**src/rtl/sram_port_arbiter_pkg.sv**
```systemverilog
// Shared types and constants for the SRAM port-0 round-robin arbiter.
package sram_arb_pkg;

    localparam int DEF_NUM_REQ    = 2;
    localparam int DEF_DATA_WIDTH = 32;
    localparam int DEF_ADDR_WIDTH = 10;
    localparam int DEF_NUM_WMASKS = 4;

    function automatic int id_width(input int n);
        return (n > 1) ? $clog2(n) : 1;
    endfunction

    localparam int ID_WIDTH = id_width(DEF_NUM_REQ);

    typedef enum logic {
        INIT = 1'b0,
        RUN  = 1'b1
    } state_t;

    typedef struct packed {
        logic                      we;
        logic [DEF_NUM_WMASKS-1:0] wmask;
        logic [DEF_ADDR_WIDTH-1:0] addr;
        logic [DEF_DATA_WIDTH-1:0] wdata;
        logic [ID_WIDTH-1:0]       id;
    } cmd_t;

endpackage

```
**src/rtl/sram_port_arbiter_if.sv**
```systemverilog
// Requester-side handshake and SRAM port-0 bundle for sram_port_arbiter.
interface sram_port_arbiter_if #(
    parameter int NUM_REQ    = 2,
    parameter int DATA_WIDTH = 32,
    parameter int ADDR_WIDTH = 10,
    parameter int NUM_WMASKS = 4
);
    logic [NUM_REQ-1:0]            req_valid;
    logic [NUM_REQ-1:0]            req_ready;
    logic [NUM_REQ-1:0]            req_we;
    logic [NUM_REQ*NUM_WMASKS-1:0] req_wmask;
    logic [NUM_REQ*ADDR_WIDTH-1:0] req_addr;
    logic [NUM_REQ*DATA_WIDTH-1:0] req_wdata;
    logic [NUM_REQ-1:0]            resp_valid;
    logic [DATA_WIDTH-1:0]         resp_rdata;
    logic                          init_done;
    logic                          sram_csb0;
    logic                          sram_web0;
    logic [NUM_WMASKS-1:0]         sram_wmask0;
    logic [ADDR_WIDTH-1:0]         sram_addr0;
    logic [DATA_WIDTH-1:0]         sram_din0;
    logic [DATA_WIDTH-1:0]         sram_dout0;

    modport slave (
        input  req_valid, req_we, req_wmask, req_addr, req_wdata, sram_dout0,
        output req_ready, resp_valid, resp_rdata, init_done,
               sram_csb0, sram_web0, sram_wmask0, sram_addr0, sram_din0
    );

    modport master (
        output req_valid, req_we, req_wmask, req_addr, req_wdata, sram_dout0,
        input  req_ready, resp_valid, resp_rdata, init_done,
               sram_csb0, sram_web0, sram_wmask0, sram_addr0, sram_din0
    );
endinterface

```
**src/rtl/sram_port_arbiter_rr_arbiter.sv**
```systemverilog
// Round-robin grant: first valid requester at or above the pointer, with wrap.
module rr_arbiter
    import sram_arb_pkg::*;
#(
    parameter int NUM_REQ = 2,
    parameter int ID_W    = id_width(NUM_REQ)
) (
    input  logic               clk,
    input  logic               rst,
    input  logic [NUM_REQ-1:0] valid_i,
    input  logic               accept_i,
    output logic [NUM_REQ-1:0] grant_o,
    output logic [ID_W-1:0]    idx_o
);
    logic [ID_W-1:0] ptr_q;
    logic [ID_W-1:0] ptr_d;

    always_comb begin
        int j;
        logic [ID_W-1:0] jj;
        logic found;
        grant_o = '0;
        idx_o   = '0;
        found   = 1'b0;
        j       = 0;
        jj      = '0;
        for (int k = 0; k < NUM_REQ; k++) begin
            j = int'(ptr_q) + k;
            if (j >= NUM_REQ) j = j - NUM_REQ;
            jj = ID_W'(j);
            if (!found && valid_i[jj]) begin
                found       = 1'b1;
                grant_o[jj] = 1'b1;
                idx_o       = jj;
            end
        end
    end

    always_comb begin
        ptr_d = ptr_q;
        if (accept_i) ptr_d = (idx_o == ID_W'(NUM_REQ - 1)) ? '0 : idx_o + 1'b1;
    end

    always_ff @(posedge clk or posedge rst) begin
        if (rst) ptr_q <= '0;
        else     ptr_q <= ptr_d;
    end
endmodule

```
**src/rtl/sram_port_arbiter.sv**
```systemverilog
// Shares SRAM port 0 between NUM_REQ requesters; read data returns 3 edges after accept.
// Optional SRAM_INIT_EN: zero-fill every SRAM word after reset before accepting requests.
module sram_port_arbiter
    import sram_arb_pkg::*;
#(
    parameter int NUM_REQ    = DEF_NUM_REQ,
    parameter int DATA_WIDTH = DEF_DATA_WIDTH,
    parameter int ADDR_WIDTH = DEF_ADDR_WIDTH,
    parameter int NUM_WMASKS = DEF_NUM_WMASKS
) (
    input logic              clk,
    input logic              rst,
    sram_port_arbiter_if.slave bus
);
    localparam int ID_W = id_width(NUM_REQ);

    logic                  run;
    logic [NUM_REQ-1:0]    arb_valid;
    logic [NUM_REQ-1:0]    grant;
    logic [ID_W-1:0]       grant_idx;
    logic                  accept;
    logic                  csb_q, web_q;
    logic [NUM_WMASKS-1:0] wmask_q;
    logic [ADDR_WIDTH-1:0] addr_q;
    logic [DATA_WIDTH-1:0] din_q;
    logic                  rd_p0, rd_p1;
    logic [ID_W-1:0]       id_p0, id_p1;
    logic [NUM_REQ-1:0]    resp_valid_q;
    logic [DATA_WIDTH-1:0] resp_rdata_q;

`ifdef SRAM_INIT_EN
    state_t                state_q;
    logic [ADDR_WIDTH-1:0] init_cnt_q;
    logic                  init_done_q;
    assign run           = (state_q == RUN);
    assign bus.init_done = init_done_q;
`else
    // No grants while reset is held, so req_ready reads 0 during reset.
    assign run           = ~rst;
    assign bus.init_done = 1'b1;
`endif

    assign arb_valid     = bus.req_valid & {NUM_REQ{run}};
    assign accept        = |grant;
    assign bus.req_ready = grant;

    rr_arbiter #(.NUM_REQ(NUM_REQ), .ID_W(ID_W)) u_rr (
        .clk      (clk),
        .rst      (rst),
        .valid_i  (arb_valid),
        .accept_i (accept),
        .grant_o  (grant),
        .idx_o    (grant_idx)
    );

    // Command stage: SRAM pins are driven straight from these registers.
    always_ff @(posedge clk or posedge rst) begin
        if (rst) begin
            csb_q   <= 1'b1;
            web_q   <= 1'b1;
            wmask_q <= '0;
            addr_q  <= '0;
            din_q   <= '0;
            rd_p0   <= 1'b0;
            id_p0   <= '0;
`ifdef SRAM_INIT_EN
            state_q     <= INIT;
            init_cnt_q  <= '0;
            init_done_q <= 1'b0;
`endif
        end else begin
            csb_q   <= 1'b1;
            web_q   <= 1'b1;
            wmask_q <= '0;
            rd_p0   <= 1'b0;
`ifdef SRAM_INIT_EN
            if (state_q == INIT) begin
                csb_q      <= 1'b0;
                web_q      <= 1'b0;
                wmask_q    <= '1;
                din_q      <= '0;
                addr_q     <= init_cnt_q;
                init_cnt_q <= init_cnt_q + 1'b1;
                if (init_cnt_q == '1) begin
                    state_q     <= RUN;
                    init_done_q <= 1'b1;
                end
            end else
`endif
            if (accept) begin
                csb_q   <= 1'b0;
                web_q   <= ~bus.req_we[grant_idx];
                wmask_q <= bus.req_wmask[int'(grant_idx)*NUM_WMASKS +: NUM_WMASKS];
                addr_q  <= bus.req_addr[int'(grant_idx)*ADDR_WIDTH +: ADDR_WIDTH];
                din_q   <= bus.req_wdata[int'(grant_idx)*DATA_WIDTH +: DATA_WIDTH];
                rd_p0   <= ~bus.req_we[grant_idx];
                id_p0   <= grant_idx;
            end
        end
    end

    // Response stage: SRAM samples one edge later, dout is captured on the next.
    always_ff @(posedge clk or posedge rst) begin
        if (rst) begin
            rd_p1        <= 1'b0;
            id_p1        <= '0;
            resp_valid_q <= '0;
            resp_rdata_q <= '0;
        end else begin
            rd_p1        <= rd_p0;
            id_p1        <= id_p0;
            resp_valid_q <= rd_p1 ? (NUM_REQ'(1) << id_p1) : '0;
            if (rd_p1) resp_rdata_q <= bus.sram_dout0;
        end
    end

    assign bus.sram_csb0   = csb_q;
    assign bus.sram_web0   = web_q;
    assign bus.sram_wmask0 = wmask_q;
    assign bus.sram_addr0  = addr_q;
    assign bus.sram_din0   = din_q;
    assign bus.resp_valid  = resp_valid_q;
    assign bus.resp_rdata  = resp_rdata_q;
endmodule
```
**src/flat_wrapper.sv**
```systemverilog
// flat-port wrapper written by rule: the top's interface ports become plain ports
module sram_port_arbiter_flat import sram_arb_pkg::*;
#(
    parameter int NUM_REQ    = DEF_NUM_REQ,
    parameter int DATA_WIDTH = DEF_DATA_WIDTH,
    parameter int ADDR_WIDTH = DEF_ADDR_WIDTH,
    parameter int NUM_WMASKS = DEF_NUM_WMASKS
)
  (clk, rst, bus_req_valid, bus_req_we, bus_req_wmask, bus_req_addr, bus_req_wdata, bus_sram_dout0, bus_req_ready, bus_resp_valid, bus_resp_rdata, bus_init_done, bus_sram_csb0, bus_sram_web0, bus_sram_wmask0, bus_sram_addr0, bus_sram_din0);
  sram_port_arbiter_if #(.NUM_REQ(NUM_REQ), .DATA_WIDTH(DATA_WIDTH), .ADDR_WIDTH(ADDR_WIDTH), .NUM_WMASKS(NUM_WMASKS)) bus_i ();
  input logic clk;
  input logic rst;
  input wire logic [$bits(bus_i.req_valid)-1:0] bus_req_valid;
  input wire logic [$bits(bus_i.req_we)-1:0] bus_req_we;
  input wire logic [$bits(bus_i.req_wmask)-1:0] bus_req_wmask;
  input wire logic [$bits(bus_i.req_addr)-1:0] bus_req_addr;
  input wire logic [$bits(bus_i.req_wdata)-1:0] bus_req_wdata;
  input wire logic [$bits(bus_i.sram_dout0)-1:0] bus_sram_dout0;
  output wire logic [$bits(bus_i.req_ready)-1:0] bus_req_ready;
  output wire logic [$bits(bus_i.resp_valid)-1:0] bus_resp_valid;
  output wire logic [$bits(bus_i.resp_rdata)-1:0] bus_resp_rdata;
  output wire logic [$bits(bus_i.init_done)-1:0] bus_init_done;
  output wire logic [$bits(bus_i.sram_csb0)-1:0] bus_sram_csb0;
  output wire logic [$bits(bus_i.sram_web0)-1:0] bus_sram_web0;
  output wire logic [$bits(bus_i.sram_wmask0)-1:0] bus_sram_wmask0;
  output wire logic [$bits(bus_i.sram_addr0)-1:0] bus_sram_addr0;
  output wire logic [$bits(bus_i.sram_din0)-1:0] bus_sram_din0;
  assign bus_i.req_valid = bus_req_valid;
  assign bus_i.req_we = bus_req_we;
  assign bus_i.req_wmask = bus_req_wmask;
  assign bus_i.req_addr = bus_req_addr;
  assign bus_i.req_wdata = bus_req_wdata;
  assign bus_i.sram_dout0 = bus_sram_dout0;
  assign bus_req_ready = bus_i.req_ready;
  assign bus_resp_valid = bus_i.resp_valid;
  assign bus_resp_rdata = bus_i.resp_rdata;
  assign bus_init_done = bus_i.init_done;
  assign bus_sram_csb0 = bus_i.sram_csb0;
  assign bus_sram_web0 = bus_i.sram_web0;
  assign bus_sram_wmask0 = bus_i.sram_wmask0;
  assign bus_sram_addr0 = bus_i.sram_addr0;
  assign bus_sram_din0 = bus_i.sram_din0;
  sram_port_arbiter #(.NUM_REQ(NUM_REQ), .DATA_WIDTH(DATA_WIDTH), .ADDR_WIDTH(ADDR_WIDTH), .NUM_WMASKS(NUM_WMASKS)) u_core (.clk(clk), .rst(rst), .bus(bus_i));
endmodule
```
**config.mk**
```make
export PLATFORM = sky130hd
export DESIGN_NAME = sram_port_arbiter_flat
export DESIGN_NICKNAME = d
export VERILOG_FILES = /design/src/rtl/sram_port_arbiter_pkg.sv /design/src/rtl/sram_port_arbiter_if.sv /design/src/rtl/sram_port_arbiter_rr_arbiter.sv /design/src/rtl/sram_port_arbiter.sv /design/src/flat_wrapper.sv
export SDC_FILE = /design/constraint.sdc
export NUM_CORES = 1
export LEC_CHECK = 0
export ABC_AREA = 0
export BUFFER_PORTS_ARGS = -buffer_cell sky130_fd_sc_hd__buf_2
export CORE_MARGIN = 3
export CORE_UTILIZATION = 44
export CTS_CLUSTER_DIAMETER = 60
export DETAILED_ROUTE_END_ITERATION = 16
export PLACE_DENSITY = 0.8
export SETUP_SLACK_MARGIN = 0.4
export SYNTH_ARGS = -nofsm -noshare
export SYNTH_HDL_FRONTEND = slang
export SYNTH_HIERARCHICAL = 1
export SYNTH_SLANG_ARGS = --single-unit
```
**constraint.sdc**
```tcl
create_clock -name clk -period 3.2 [get_ports clk]
set_clock_uncertainty 0.05 [all_clocks]
set_input_delay 0.32 -clock clk [delete_from_list [all_inputs] [get_ports clk]]
set_output_delay 0.32 -clock clk [all_outputs]
set_load 0.005 [all_outputs]
```
; ---- Word level (Yosys, flattened, before mapping)
; Index checks and enable logic that the tools add are counted.
[word_totals]
in_bits = 130
output_inout_bits = 85
regBits = 87
elab_cells = 60
[op_classes]
shift = 4
bitwise_logic = 4
order_cmp = 7
reduce_logical = 5
n_mux = 23
addsub = 4
mul = 1
[op_table]
columns = operator, count
row1 = $shiftx 64x7->32, 1
row2 = $shiftx 20x32->10, 1
row3 = $mux 1, 17
row4 = $shiftx 8x4->4, 1
row5 = $lt 1x2->1 const B, 3
row6 = $mux 2, 3
row7 = $mul 1x3->4 const B, 1
row8 = $mux 4, 1
row9 = $logic_and 1x1->1, 3
row10 = $add 1x1->2 const B, 1
row11 = $and 2x2->2, 1
row12 = $demux 1 s1, 2
row13 = $ge 1x1->1 const B, 2
row14 = $ge 1x2->1 const B, 1
row15 = $ge 2x2->1 const B, 1
row16 = $not 1->1, 2
row17 = $or 2x2->2, 1
row18 = $reduce_or 2->1, 1
row19 = $shl 1x1->2 const A, 1
row20 = $sub 1x1->1 const B, 2
row21 = $add 1x1->1 const B, 1
row22 = $logic_not 1->1, 1

; ---- Depth between registers and ports, before layout
[logic_depth]
ltp_word = 12
mapped_depth = 9
depth_no_buf = 7

; ---- Hierarchy
; Netlist, hierarchy kept.
[modules_own_cells]
columns = module, seq_area_each_um2, area_each_um2, cells_each, instances
row1 = sram_port_arbiter, 2154.6, 3709.8, 289, 1
row2 = rr_arbiter, 25.0, 87.6, 8, 1

; ---- Worst setup path before layout
; OpenSTA, ideal clock, no wires.
[synth_path]
path_type = in2reg
startpoint = input bus_req_valid[0]
endpoint = register with a tool-made name
setup_slack_ps = 1499
arrival_ps = 1513
setup_time_ps = 138
path_stages = 9
cell_sequence = nor2b_1 > nand2b_4 > and2_1 > buf_6 > nor2_8 > inv_2 > buf_6 > nor2_1 > a31oi_4
[synth_lines]
columns = item, line_no
row1 = start: declaration, flat_wrapper.sv:13  ; input wire logic [$bits(bus_i.req_valid)-1:0] bus_req_valid;

; ---- Worst setup path in the final report
[layout_path]
startpoint = input rst
endpoint = output bus_req_ready[0]
[layout_via]
elab_chain_cells = 8
word_cells_on_any_way = 12
[layout_rtl]
columns = item, line_no
row1 = start: declaration, flat_wrapper.sv:12  ; input logic rst;
row2 = $not 1->1 *, sram_port_arbiter.sv:39  ; assign run = ~rst;
row3 = $and 2x2->2 *, sram_port_arbiter.sv:43  ; assign arb_valid = bus.req_valid & {NUM_REQ{run}};
row4 = via u_core.arb_valid[0], sram_port_arbiter.sv:18  ; logic [NUM_REQ-1:0] arb_valid;
row5 = $mux 1 (implied by the code) (2 in a row), sram_port_arbiter_rr_arbiter.sv:31  ; if (!found && valid_i[jj]) begin
row6 = $mux 1, sram_port_arbiter_rr_arbiter.sv:31
row7 = $logic_not 1->1, sram_port_arbiter_rr_arbiter.sv:31
row8 = $logic_and 1x1->1, sram_port_arbiter_rr_arbiter.sv:31
row9 = $mux 2 *, sram_port_arbiter_rr_arbiter.sv:31
row10 = end: declaration, flat_wrapper.sv:19  ; output wire logic [$bits(bus_i.req_ready)-1:0] bus_req_ready;
; The timed path passes the listed nets; every way through them passes the cells marked *. The select of a mux whose other input is x is not followed.

==> impl_metrics.ini <==
[power]
sw_frac_of_total = 0.277
ir_drop_mv = 0.218
p_leak_uw = 0.00247
switchingPower_uw = 788
p_comb_frac = 0.236
power.density_nw_per_um2 = 558
intPower_uw = 2060
power_frac_seq = 0.493
p_clk_frac = 0.270

[detailed_routing]
drc_errors = 0
vias = 3063
finalWirelength_um = 9360
drt_iter0_drc = 69
dr.pass1.iters = 4
wl_per_cell_um = 15.2
drtAntennaViolNets = 0
post_drt_via_cell_ratio = 4.98

[synth]
yosys-top-cells-count = 85 x dfrtp_1, 46 x mux2i_1, 42 x a21oi_1, 42 x nor3_1, 33 x mux2_2
yosys.area.top_type_share = 0.560
synth_top_area_cell = dfrtp_1
synth.distinct_cells = 23
ys_warn_count = 6
synth-seq-cells = 87
synth_most_common_cell = dfrtp_1
synth_edf_count = 0
syn_nets = 427
syn_avg_cell_area_um2 = 12.8
synth.yosys.seq_area_share = 0.574
async_reset_ff_frac = 1.00
synth.area.top_cells = dfrtp_1 56%, mux2i_1 12%, mux2_2 9.8%
synth.cell_area_um2 = 3800
ys.flop_type = dfrtp_1
synth_cells = 297

[timing]
period_minus_slack_ns = 2.63
fin_crit_sh = 0.822
worst_slew_margin_rel = 0.605
rsz0062_at_grt = no
finalSetupViolCount = 0
finalSetupTns_ns = 0
finalHoldViolations = 0
max_freq_mhz = 380
drv_slew = 0
worst_pin_slew_ns = 0.592

[cells_and_area]
drive_gt1_frac = 0.551
n_antenna_cell = 0
layout.nets = 635
stdcell_count = 615
syn_to_final_growth_pct = 34.1

[cts]
cts_num_sinks = 87
clk_pin_slew_ns = 0.09
cts_inserted_buffers = 9
cts_setup_buffers = 0
clock_latency_ns = 0.34
cts_root_buf = clkbuf_8
cts_max_path_buffers = 2
tritoncts = yes
htreeDepth = 3

[place]
place_congestion = 0.813
portBuffers = 213
dp_hpwl_um = 6880
dp_cells = 598

[worst_setup_path]
reg2regPathDepth = 5
endpoint_kind = primary output
crit_fanout = 43
start_kind = input pin
path_class = in -> out
worst-endpoint-required_ns = 2.83
arrival_ns = 2.26

[global_routing]
grt_pass1_vias = 3228
grt_usage = 0.193
grt_first_pass_wirelength_um = 15300
antenna_found_initial = 0
grt_start_max_net_pins = 44
overflow = 0

[floorplanning]
io_pins = 215
dieArea_um2 = 9780
core-area_um2 = 8300
die_w_um = 98.9
std_cell_rows = 33
start_util = 0.458
die_y_um = 98.9

[hold_path]
holdPathStages = 2
hold_class = in -> reg

[run]
cap_viol_max_count = 0

[outcome]
status = finished, final reports clean
flip-flops by register name, summed over array words and instances, names as in the netlist, named ones only:
signal	flops
u_core/bus.sram_addr0	10
u_core/rd_p1	1
u_core/rd_p0	1
u_core/bus.sram_web0	1
u_core/bus.resp_rdata	32
u_core/id_p0	1
u_core/bus.sram_din0	32
u_core/bus.sram_wmask0	4
u_core/id_p1	1
u_core/bus.sram_csb0	1
u_core/bus.resp_valid	2
metrics by stage:
step / total power, µW / cell area (µm²) / hold slack [ns] / setup slack (ns) / util
6_report: 2840 / 5090 / 0.160 / 0.571 / 0.614
3_5_place_dp: 2110 / 4870 / 0.148 / 0.896 / 0.587
5_1_grt: 3030 / 5090 / 0.142 / 0.467 / 0.614
2_1_floorplan: 1770 / 3800 / -0.00129 / 0.611 / -
3_3_place_gp: 2080 / 4870 / 0.147 / 0.970 / 0.587
4_1_cts: 2900 / 5090 / 0.134 / 0.502 / 0.613
critical path: stages:
cell,delay [ns]
dlygate4sd3_1,0.53
buf_2,0.15
nor2b_1,0.28
a21boi_4,0.31
buf_4,0.45
buf_2,0.20
worst paths after layout:
check / start / end / slack [ns]
max in group asynchronous: rst / u_core/bus.sram_web0 / 1.82
hold reg to reg: u_core/rd_p0 / u_core/rd_p1 / 0.31
hold / removal: bus_sram_dout0[10] / u_core/bus.resp_rdata[10] / 0.16
min in group asynchronous: rst / async pin / 0.34
setup reg to reg: flip-flop / u_core/bus.sram_din0[26] / 1.24
setup / recovery: rst / bus_req_ready[0] / 0.57
power groups by stage:
stage	clock network (µW)	logic [µW]	registers [µW]
floorplan	0	331	1440
global placement	0	665	1420
detailed placement	0	684	1420
CTS	807	683	1410
global route	847	746	1430
finish	769	672	1400
metal layers:
| layer | track usage | wire length (µm) | up-vias |
|---|---|---|---|
| li1 | - | - | 1476 |
| met1 | 0.249 | 3820 | 1426 |
| met2 | 0.323 | 4540 | 148 |
| met3 | 0.0467 | 875 | 13 |
| met4 | 0.0609 | 123 | 0 |
| met5 | 0 | 0 | - |
cells in the final DEF (no fill, tap or decap), types with 2 or more instances in the layout:
cell and instances:
nor2b_1 3, and2_2 2, mux2i_1 46, a21oi_1 42, buf_4 6, buf_2 213, nor2_1 6, mux2_2 33
dfrtp_1 85, nor3_1 42, clkinv_4 2, clkinv_2 2, clkbuf_8 10, dfstp_2 2
layout make-up:
cell class / instances / area [µm²]
Clock buffer: 10 / 138
Inverter: 3 / 12.5
Tap cell: 105 / 131
Fill cell: 696 / 3210
Timing Repair Buffer: 222 / 1150
Clock inverter: 6 / 68.8
Sequential cell: 87 / 2180
Multi-Input combinational cell: 182 / 1410
repair_timing:
item	4_1_cts	5_1_grt
resized for setup	0	1
hold endpoints to repair	25	0
setup endpoints to repair	0	1
hold buffers	1	0
cell families after synthesis:
kind of cell / share of synthesized area
muxes: 0.223
DFF: 0.574
other: 0.000988
and+or+nand+nor: 0.0811
buffers and inverters: 0.0580
AOI/OAI and AO/OA: 0.0629
No activity file was read; power rests on OpenSTA's default activity.
